==> src/rtl/hazard_sequencer.sv <==
// rtl/hazard_sequencer.sv - RAW interlock, branch redirect and data-memory wait sequencer for a 5-stage pipe
module hazard_sequencer #(
  parameter int CNT_W       = 32,
  parameter int MEM_TIMEOUT = 15
) (
  input  logic             clk,
  input  logic             rst_n,
  input  logic [4:0]       id_rs1,
  input  logic [4:0]       id_rs2,
  input  logic             id_use_rs1,
  input  logic             id_use_rs2,
  input  logic [4:0]       ex_rd,
  input  logic             ex_reg_write,
  input  logic [4:0]       mem_rd,
  input  logic             mem_reg_write,
  input  logic [4:0]       wb_rd,
  input  logic             wb_reg_write,
  input  logic             mem_access,
  input  logic             dmem_ack,
  input  logic             mem_redirect,
  output logic             pc_we,
  output logic             if_id_we,
  output logic             if_id_flush,
  output logic             id_ex_flush,
  output logic             ex_mem_flush,
  output logic             pipe_freeze,
  output logic [CNT_W-1:0] stall_cnt,
  output logic [CNT_W-1:0] flush_cnt,
  output logic             mem_err
);

  typedef enum logic [1:0] {RUN, RAW_STALL, MEM_WAIT} state_t;

  localparam logic [CNT_W-1:0] CNT_ONE = {{(CNT_W-1){1'b0}}, 1'b1};
  localparam logic [CNT_W-1:0] CNT_MAX = {CNT_W{1'b1}};
  localparam logic [7:0]       TMO     = 8'(MEM_TIMEOUT);

  state_t     state, next_state;
  logic [1:0] stall_left, next_stall_left;
  logic [7:0] timer, next_timer;
  logic       hit_ex, hit_mem, hit_wb;
  logic [1:0] haz_len;
  logic       wait_cond, release_now, timeout_now, redirect_evt;

  assign hit_ex  = ex_reg_write && (ex_rd != 5'd0) &&
                   ((id_use_rs1 && id_rs1 == ex_rd) || (id_use_rs2 && id_rs2 == ex_rd));
  assign hit_mem = mem_reg_write && (mem_rd != 5'd0) &&
                   ((id_use_rs1 && id_rs1 == mem_rd) || (id_use_rs2 && id_rs2 == mem_rd));
  assign hit_wb  = wb_reg_write && (wb_rd != 5'd0) &&
                   ((id_use_rs1 && id_rs1 == wb_rd) || (id_use_rs2 && id_rs2 == wb_rd));

  // Youngest producer sets the length: the regfile is not write-through.
  assign haz_len = hit_ex ? 2'd3 : hit_mem ? 2'd2 : hit_wb ? 2'd1 : 2'd0;

  assign wait_cond   = mem_access && !dmem_ack;
  assign timeout_now = (state == MEM_WAIT) && !dmem_ack && (timer == TMO);
  assign release_now = (state == MEM_WAIT) && (dmem_ack || timer == TMO);

  always_comb begin
    pc_we           = 1'b1;
    if_id_we        = 1'b1;
    if_id_flush     = 1'b0;
    id_ex_flush     = 1'b0;
    ex_mem_flush    = 1'b0;
    pipe_freeze     = 1'b0;
    next_state      = RUN;
    next_stall_left = 2'd0;
    next_timer      = timer;
    redirect_evt    = 1'b0;
    if (!rst_n) begin
      pc_we        = 1'b0;
      if_id_we     = 1'b0;
      if_id_flush  = 1'b1;
      id_ex_flush  = 1'b1;
      ex_mem_flush = 1'b1;
    end else if (state == MEM_WAIT && !release_now) begin
      pc_we       = 1'b0;
      if_id_we    = 1'b0;
      pipe_freeze = 1'b1;
      next_state  = MEM_WAIT;
      next_timer  = timer + 8'd1;
    end else if (state != MEM_WAIT && wait_cond) begin
      pc_we       = 1'b0;
      if_id_we    = 1'b0;
      pipe_freeze = 1'b1;
      next_state  = MEM_WAIT;
      next_timer  = 8'd1;
    end else if (mem_redirect) begin
      if_id_flush  = 1'b1;
      id_ex_flush  = 1'b1;
      ex_mem_flush = 1'b1;
      redirect_evt = 1'b1;
    end else if (state == RAW_STALL) begin
      pc_we           = 1'b0;
      if_id_we        = 1'b0;
      id_ex_flush     = 1'b1;
      next_stall_left = stall_left - 2'd1;
      next_state      = (stall_left == 2'd1) ? RUN : RAW_STALL;
    end else if (haz_len != 2'd0) begin
      pc_we           = 1'b0;
      if_id_we        = 1'b0;
      id_ex_flush     = 1'b1;
      next_stall_left = haz_len - 2'd1;
      next_state      = (haz_len > 2'd1) ? RAW_STALL : RUN;
    end
  end

  always_ff @(posedge clk) begin
    if (!rst_n) begin
      state      <= RUN;
      stall_left <= 2'd0;
      timer      <= 8'd0;
      stall_cnt  <= '0;
      flush_cnt  <= '0;
      mem_err    <= 1'b0;
    end else begin
      state      <= next_state;
      stall_left <= next_stall_left;
      timer      <= next_timer;
      if (!pc_we && stall_cnt != CNT_MAX)
        stall_cnt <= stall_cnt + CNT_ONE;
      if (redirect_evt && flush_cnt != CNT_MAX)
        flush_cnt <= flush_cnt + CNT_ONE;
      if (timeout_now)
        mem_err <= 1'b1;
    end
  end

endmodule

==> config.mk <==
export PLATFORM = sky130hd
export DESIGN_NAME = hazard_sequencer
export DESIGN_NICKNAME = d
export VERILOG_FILES = /design/src/rtl/hazard_sequencer.sv
export SDC_FILE = /design/constraint.sdc
export NUM_CORES = 1
export LEC_CHECK = 0
export CAP_MARGIN = 20
export CORE_ASPECT_RATIO = 1.4
export CORE_MARGIN = 2
export CORE_UTILIZATION = 50
export CTS_BUF_LIST = sky130_fd_sc_hd__clkbuf_4 sky130_fd_sc_hd__clkbuf_8
export DETAILED_ROUTE_END_ITERATION = 8
export GPL_ROUTABILITY_DRIVEN = 0
export PLACE_DENSITY = 0.83
export SLEW_MARGIN = 20
export SYNTH_ARGS = -nofsm -noshare
export SYNTH_HDL_FRONTEND = slang
export SYNTH_SLANG_ARGS = --single-unit
==> constraint.sdc <==
create_clock -name clk -period 2.8 [get_ports clk]
set_clock_uncertainty 0.1 [all_clocks]
set_input_delay 0.56 -clock clk [delete_from_list [all_inputs] [get_ports clk]]
set_output_delay 0.56 -clock clk [all_outputs]
set_load 0.01 [all_outputs]
==> impl_metrics.env, run 1 <==
export IMPL_run_status="finished, violations left"
export IMPL_violations="setup timing"
export IMPL_finalSetupViolCount=1
export IMPL_gr_usage_all_layers_pct=25.82
export IMPL_post_synth_most_frequent_cells="sky130_fd_sc_hd__dfxtp_1 (77), sky130_fd_sc_hd__nor2_1 (48), sky130_fd_sc_hd__nand2_1 (43), sky130_fd_sc_hd__xor2_1 (39), sky130_fd_sc_hd__nand3_1 (30)"
export IMPL_synth_most_common_cell="sky130_fd_sc_hd__dfxtp_1"
export IMPL_worstHoldPathType="reg2reg"
export IMPL_vias_post_dr=4186
export IMPL_h_tree_depth=3
export IMPL_fmax_ghz=0.3563
export IMPL_width_of_the_chip_um=80.61
export IMPL_drc_errors=0
export IMPL_totalWireLength_um=11900
export IMPL_total_power_uw=2387
export IMPL_place_port_buffers=105
export IMPL_holdCritStartpoint="mem_err"
export IMPL_core_rowCount=39
export IMPL_avgRoutedWirePerCell_um=16.14
export IMPL_num_io_pins=106
export IMPL_cts_tree="yes"
export IMPL_synth_cells=484
export IMPL_synth_area_leader_cell="sky130_fd_sc_hd__dfxtp_1"
export IMPL_worstSetupEndpointType="output port"
export IMPL_required_ns=2.14
export IMPL_antenna_found_initial=0
export IMPL_worst_path_max_fanout=3
export IMPL_timing_critical_path_cells="buf_4 > xor2_1 > nor4_1 > and3_1 > o221ai_2 > buf_4 > and3_4 > a21o_1 > nand3_1 > buf_2"
export IMPL_synth_net_count=523
export IMPL_placeableCoreArea_um2=8051
export IMPL_postSynthRegisterBits=77
export IMPL_layout_filler_cells=605
export IMPL_clock_tree_buffer_depth=2
export IMPL_max_stage_delay_ns=0.31
export IMPL_grt_max_degree=54
export IMPL_cp_startpoint="id_rs2[1]"
export IMPL_dominantRegCellSynth="sky130_fd_sc_hd__dfxtp_1"
export IMPL_synth_area_top_cells="sky130_fd_sc_hd__dfxtp_1 (38%), sky130_fd_sc_hd__xor2_1 (8.3%), sky130_fd_sc_hd__xnor2_1 (4.7%), sky130_fd_sc_hd__nor2_1 (4.4%), sky130_fd_sc_hd__nand2_1 (3.9%)"
export IMPL_antenna_diode_count=0
export IMPL_postCtsHoldBufs=0
export IMPL_finalWorstPathRequiredPeriod_ns=2.807
export IMPL_cts_inserted_buffers=9
export IMPL_drv_cap=0
export IMPL_syn_cell_area_um2=4108
export IMPL_drt_pre_antenna_iters=5
export IMPL_layout_nets=669
export IMPL_drt_iter0_markers=195
export IMPL_slew_viol_final=0
export IMPL_insertion_delay_of_the_later_clocked_pin_in_the_worst_skew_pair_ns=0.35
export IMPL_final_critical_path_setup_slack_ns=-0.006905
export IMPL_post_dp_cell_area_um2=5514
export IMPL_vdd_ir_drop_max_uv=359.8
export IMPL_vias_per_cell=5.680
export IMPL_ys_warn_count=0
export IMPL_layout_drive_gt1_share_pct=17.48
export IMPL_die_height_um=111.2
export IMPL_worst_r2r_setup_slack_ns=0.21
export IMPL_critical_path_class="in2out"
export IMPL_cellLeakagePower_uw=0.002148
export IMPL_start_kind="input pin"
export IMPL_finalHoldViolCount=0
export IMPL_timing_critical_path_mode_cell="sky130_fd_sc_hd__buf_4"
export IMPL_final_antenna_net_count=0
export IMPL_mean_post_synth_cell_area_um2=8.487
export IMPL_synth_seq_area_share_pct=37.53
export IMPL_cts_sink_count=77
export IMPL_tightest_slew_ns=0.5669
export IMPL_postLayoutCellArea_um2=5826
export IMPL_synth_cell_types=51
export IMPL_synthArstFlopShare_pct=0
export IMPL_flow_area_growth_from_synthesis_pct=41.82
export IMPL_number_of_enable_flip_flop_cells_after_synthesis=0
export IMPL_synth_top_area_share_pct=37.53
export IMPL_rsz_0062_raised_after_global_routing="true"
export IMPL_initial_utilization_pct=51.02
export IMPL_fin_crit_sh_pct=100.2
export IMPL_final_hold_worst_slack_ns=0.3864
export IMPL_first_global_vias=4007
export IMPL_grt_pass1_wl_um=18290
export IMPL_path_clk_slew_ns=0.07
export IMPL_die_area_um2=8967
export IMPL_cts_root_buf="sky130_fd_sc_hd__clkbuf_8"
export IMPL_detailed_place_hpwl_um=8540
export IMPL_gr_ovfl_total=0
export IMPL_timing_critical_path_arrival_ns=2.15
export IMPL_slowest_stage="sky130_fd_sc_hd__nor4_1"
export IMPL_p_per_area_nw_per_um2=409.8
export IMPL_timing_slew_headroom_pct=62.20
export IMPL_crit_reg2reg_launch="timer[0]"
==> metrics by stage <==
stage	worst slack, ns	utilization, %	setup TNS (ns)	cells
final	-0.006905	72.35	-0.006905	737
after global routing	-0.06767	72.35	-0.1787	737
after CTS	-0.05253	71.34	-0.08402	734
after detailed placement	-0.7572	68.48	-22.13	715
after global placement	-0.6737	68.48	-17.40	715
after floorplan	0.1721	-	0	484
==> cell type report <==
cell class	count	area (um^2)	share of cell area [%]
Clock buffer	13	166.4	2.857
Clock inverter	3	67.56	1.160
Inverter	12	45.04	0.7732
Multi-Input combinational cell	379	2517	43.21
Sequential cell	77	1541	26.46
Tap cell	102	127.6	2.191
Timing Repair Buffer	151	1360	23.35
==> worst max-delay path, delay by kind of cell <==
| kind | cells | cell delay (ns) |
|---|---|---|
| compound gates | 2 | 0.26 |
| xor+xnor | 1 | 0.14 |
| buf+inv | 3 | 0.42 |
| simple gates | 4 | 0.76 |
==> sequential cells by signal, summed over array words and instances (netlist names) <==
name / count
stall_left: 2
stall_cnt: 32
flush_cnt: 32
state: 2
timer: 8
mem_err: 1
==> logic make-up after synthesis <==
logic type	count (synthesis)	share of synthesized area, %
muxes	7	1.706
xor gates and xnor gates	61	13.01
AOI/OAI and AO/OA	81	13.52
DFF	77	37.53
adders and majority gates	4	1.218
and+or+nand+nor	226	29.55
buffers and inverters	28	3.472
==> report_power, final <==
| part | leakage [uW] | internal [uW] | switching (uW) | total, uW |
|---|---|---|---|---|
| Sequential | 0.000621 | 1100 | 10.1 | 1110 |
| Clock | 0.000117 | 571 | 405 | 977 |
| Combinational | 0.00141 | 144 | 153 | 297 |
==> per-layer routing <==
layer,wire [um],GRT usage (%),part of all wire [%]
met4,408,12.09,3.4
met5,0,0,0
met2,6046,46.00,51
met3,889,8.306,7.5
met1,4551,26.58,38
==> placed cells by master, fill, tap and decap left out, types with 3 or more instances in the layout <==
cell type | netlist | routed
sky130_fd_sc_hd__dfxtp_1 | 77 | 77
sky130_fd_sc_hd__clkdlybuf4s50_1 | 0 | 73
sky130_fd_sc_hd__nor2_1 | 48 | 46
sky130_fd_sc_hd__nand2_1 | 43 | 43
sky130_fd_sc_hd__buf_4 | 2 | 43
sky130_fd_sc_hd__xor2_1 | 39 | 38
sky130_fd_sc_hd__nand3_1 | 30 | 30
sky130_fd_sc_hd__a21oi_1 | 27 | 27
sky130_fd_sc_hd__xnor2_1 | 22 | 20
sky130_fd_sc_hd__and3_1 | 19 | 17
sky130_fd_sc_hd__nor4_1 | 13 | 13
sky130_fd_sc_hd__inv_1 | 11 | 11
sky130_fd_sc_hd__o31ai_1 | 11 | 11
sky130_fd_sc_hd__or4_1 | 14 | 11
sky130_fd_sc_hd__clkbuf_8 | 0 | 11
sky130_fd_sc_hd__nand4_1 | 10 | 10
sky130_fd_sc_hd__or3_1 | 10 | 10
sky130_fd_sc_hd__nand2b_1 | 8 | 8
sky130_fd_sc_hd__and2_1 | 8 | 8
sky130_fd_sc_hd__o21ai_0 | 8 | 8
sky130_fd_sc_hd__dlygate4sd2_1 | 0 | 8
sky130_fd_sc_hd__buf_6 | 4 | 8
sky130_fd_sc_hd__mux2i_1 | 7 | 7
sky130_fd_sc_hd__o21ai_1 | 7 | 7
sky130_fd_sc_hd__buf_2 | 0 | 7
sky130_fd_sc_hd__clkbuf_2 | 0 | 7
sky130_fd_sc_hd__o211ai_1 | 6 | 6
sky130_fd_sc_hd__o21a_1 | 6 | 6
sky130_fd_sc_hd__nor3_1 | 6 | 5
sky130_fd_sc_hd__and4_1 | 4 | 4
sky130_fd_sc_hd__ha_1 | 4 | 4
sky130_fd_sc_hd__or4_4 | 0 | 3
sky130_fd_sc_hd__nand3b_1 | 3 | 3
==> path summary, 6_finish.rpt <==
kind | endpoint | cells past startpoint
setup / recovery | id_ex_flush | 10
hold / removal | mem_err | 2
setup reg to reg | flush_cnt[16] | 11
hold reg to reg | mem_err | 2
==> what timing repair did <==
action / CTS / global route
pin swaps: 12 / 18
gates resized for setup: 92 / 38
setup endpoints to repair: 35 / 40
buffers inserted: 3 / 3
endpoints found under the hold margin: 0 / 0
No activity file was read; power rests on OpenSTA's default activity.
==> inputs of run 2 (changes only) <==
--- a/config.mk
+++ b/config.mk
@@ -7,7 +7,6 @@
 export LEC_CHECK = 0
 export CAP_MARGIN = 20
 export CORE_ASPECT_RATIO = 1.4
-export CORE_MARGIN = 2
 export CORE_UTILIZATION = 50
 export CTS_BUF_LIST = sky130_fd_sc_hd__clkbuf_4 sky130_fd_sc_hd__clkbuf_8
 export DETAILED_ROUTE_END_ITERATION = 8
==> run 2 against run 1 <==
Effect of this change: the run now ends clean; sequential share of layout area increased by 0.23 points; setup slack gained 0.063 ns; fmax up 2.3%; critical path depth down 1; count of clock-buffer cells in the layout decreased by 1.
==> impl_metrics.env, run 2 (synthesis results as in run 1) <==
export IMPL_placeableCoreArea_um2=7845
export IMPL_num_io_pins=106
export IMPL_antenna_diode_count=0
export IMPL_grt_busiest_layer="met2"
export IMPL_drt_pre_antenna_iters=4
export IMPL_use_met1_pct=30.10
export IMPL_worstHoldPathType="reg2reg"
export IMPL_drt_iter0_markers=241
export IMPL_drv_cap=0
export IMPL_layout_drive_gt1_share_pct=19.00
export IMPL_fin_crit_sh_pct=97.98
export IMPL_post_dp_cell_area_um2=5499
export IMPL_clock_tree_buffer_depth=2
export IMPL_tightest_slew_ns=0.5830
export IMPL_layout_common_cells="sky130_fd_sc_hd__dfxtp_1 (76), sky130_fd_sc_hd__clkdlybuf4s50_1 (73), sky130_fd_sc_hd__buf_4 (47)"
export IMPL_grt_pass1_wl_um=18690
export IMPL_worst_path_max_fanout=3
export IMPL_global_route_usage_met2_pct=49.63
export IMPL_final_common_cell="sky130_fd_sc_hd__dfxtp_1"
export IMPL_vias_per_cell=5.689
export IMPL_worst_r2r_setup_slack_ns=0.14
export IMPL_fmax_ghz=0.3645
export IMPL_grtUsageMet3_pct=7.782
export IMPL_path_clk_slew_ns=0.08
export IMPL_insertion_delay_of_the_later_clocked_pin_in_the_worst_skew_pair_ns=0.36
export IMPL_reg2regPathDepth=13
export IMPL_finalWorstPathRequiredPeriod_ns=2.744
export IMPL_final_hold_worst_slack_ns=0.4010
export IMPL_crit_reg2reg_launch="timer[1]"
export IMPL_holdCritStartpoint="stall_cnt[11]"
export IMPL_layout_filler_cells=622
export IMPL_gr_usage_all_layers_pct=27.52
export IMPL_detailed_place_hpwl_um=8274
export IMPL_worst_reg2reg_endpoint="flush_cnt[25]"
export IMPL_timing_critical_path_arrival_ns=2.08
export IMPL_h_tree_depth=3
export IMPL_width_of_the_chip_um=78.61
export IMPL_critical_path_class="in2out"
export IMPL_layout_nets=671
export IMPL_largestRegisters="flush_cnt x32, stall_cnt x32, timer x8"
export IMPL_place_port_buffers=105
export IMPL_totalWireLength_um=11660
export IMPL_required_ns=2.14
export IMPL_initial_utilization_pct=52.36
export IMPL_cp_startpoint="id_rs2[2]"
export IMPL_run_status="finished clean"
export IMPL_cts_inserted_buffers=9
export IMPL_vdd_ir_drop_max_uv=363.0
export IMPL_grt_max_degree=54
export IMPL_timing_slew_headroom_pct=61.14
export IMPL_p_per_area_nw_per_um2=407.5
export IMPL_avgRoutedWirePerCell_um=15.81
export IMPL_final_seq_area_um2=1543
export IMPL_vias_post_dr=4193
export IMPL_flow_area_growth_from_synthesis_pct=40.69
export IMPL_layout_core_utilization_pct=73.67
export IMPL_final_antenna_net_count=0
export IMPL_first_global_vias=4057
export IMPL_cts_root_buf="sky130_fd_sc_hd__clkbuf_8"
export IMPL_start_kind="input pin"
export IMPL_cellLeakagePower_uw=0.002117
export IMPL_die_height_um=109.2
export IMPL_total_power_uw=2355
export IMPL_cts_sink_count=77
export IMPL_postLayoutCellArea_um2=5779
export IMPL_antenna_found_initial=0
export IMPL_worstSetupEndpoint="pc_we"
export IMPL_gr_ovfl_total=0
export IMPL_cts_tree="yes"
export IMPL_drc_errors=0
export IMPL_finalHoldViolCount=0
export IMPL_die_area_um2=8587
export IMPL_finalSetupViolCount=0
export IMPL_worstSetupEndpointType="output port"
export IMPL_core_rowCount=38
export IMPL_slew_viol_final=0
export IMPL_multi_input_comb_area_um2=2534
-- run 2: changes by cell type in the layout (fill, tap and decap cells not counted), sizes merged --
cell / previous run / this run
dlymetal6s2s: 0 / 1
clkdlybuf4s15: 2 / 1
clkinv: 0 / 2
clkinvlp: 1 / 0
dlygate4sd2: 8 / 3
clkbuf: 20 / 27
buf: 61 / 60
-- run 2: per-layer routing --
metal	part of all wire, %	vias to the layer above
met5	0	-
met4	2.2	0
met3	7.4	25
met2	51	151
met1	39	1983
li1	-	2034
-- run 2: power breakdown --
part	internal, uW	switching [uW]	total [uW]
registers	1100	12.7	1120
clock network	558	402	960
logic	131	147	278
-- run 2: critical path: stages --
cell and delay, ns:
sky130_fd_sc_hd__buf_4 0.13, sky130_fd_sc_hd__xor2_1 0.16, sky130_fd_sc_hd__nor4_2 0.29, sky130_fd_sc_hd__and3_1 0.25, sky130_fd_sc_hd__o221ai_4 0.13, sky130_fd_sc_hd__buf_4 0.16, sky130_fd_sc_hd__a41oi_4 0.18, sky130_fd_sc_hd__nor2_4 0.08
sky130_fd_sc_hd__buf_2 0.14
-- run 2: worst min path at each step --
| stage | to | slack [ns] | cells past startpoint |
|---|---|---|---|
| 2_1_floorplan | timer[1] | 0.36 | 2 |
| 3_3_place_gp | mem_err | 0.36 | 2 |
| 3_5_place_dp | mem_err | 0.38 | 2 |
| 4_1_cts | mem_err | 0.40 | 2 |
| 5_1_grt | stall_cnt[31] | 0.42 | 2 |
| 6_report | stall_cnt[11] | 0.40 | 2 |
-- run 2: final cells by class --
cell class                      instances  share of cell area [%]
Tap cell                              100                   2.165
Inverter                               12                  0.7794
Clock buffer                           12                   2.750
Timing Repair Buffer                  153                   22.56
Multi-Input combinational cell        379                   43.84
Clock inverter                          4                   1.212
Sequential cell                        77                   26.69
-- run 2: repair_timing --
item                                    CTS  global route
hold endpoints to repair                  0             0
setup buffers                             5             4
pin swaps                                18            21
hold buffers                              0             0
resized for setup                        77            51
endpoints found under the setup margin   32            24
-- run 2: stage by stage --
step,worst slack [ns],cells,TNS (ns)
5_1_grt,-0.01088,737,-0.02625
3_5_place_dp,-0.7858,713,-19.06
2_1_floorplan,0.1721,484,0
6_report,0.05643,737,0
4_1_cts,-0.08449,733,-0.09394
3_3_place_gp,-0.7042,713,-15.25
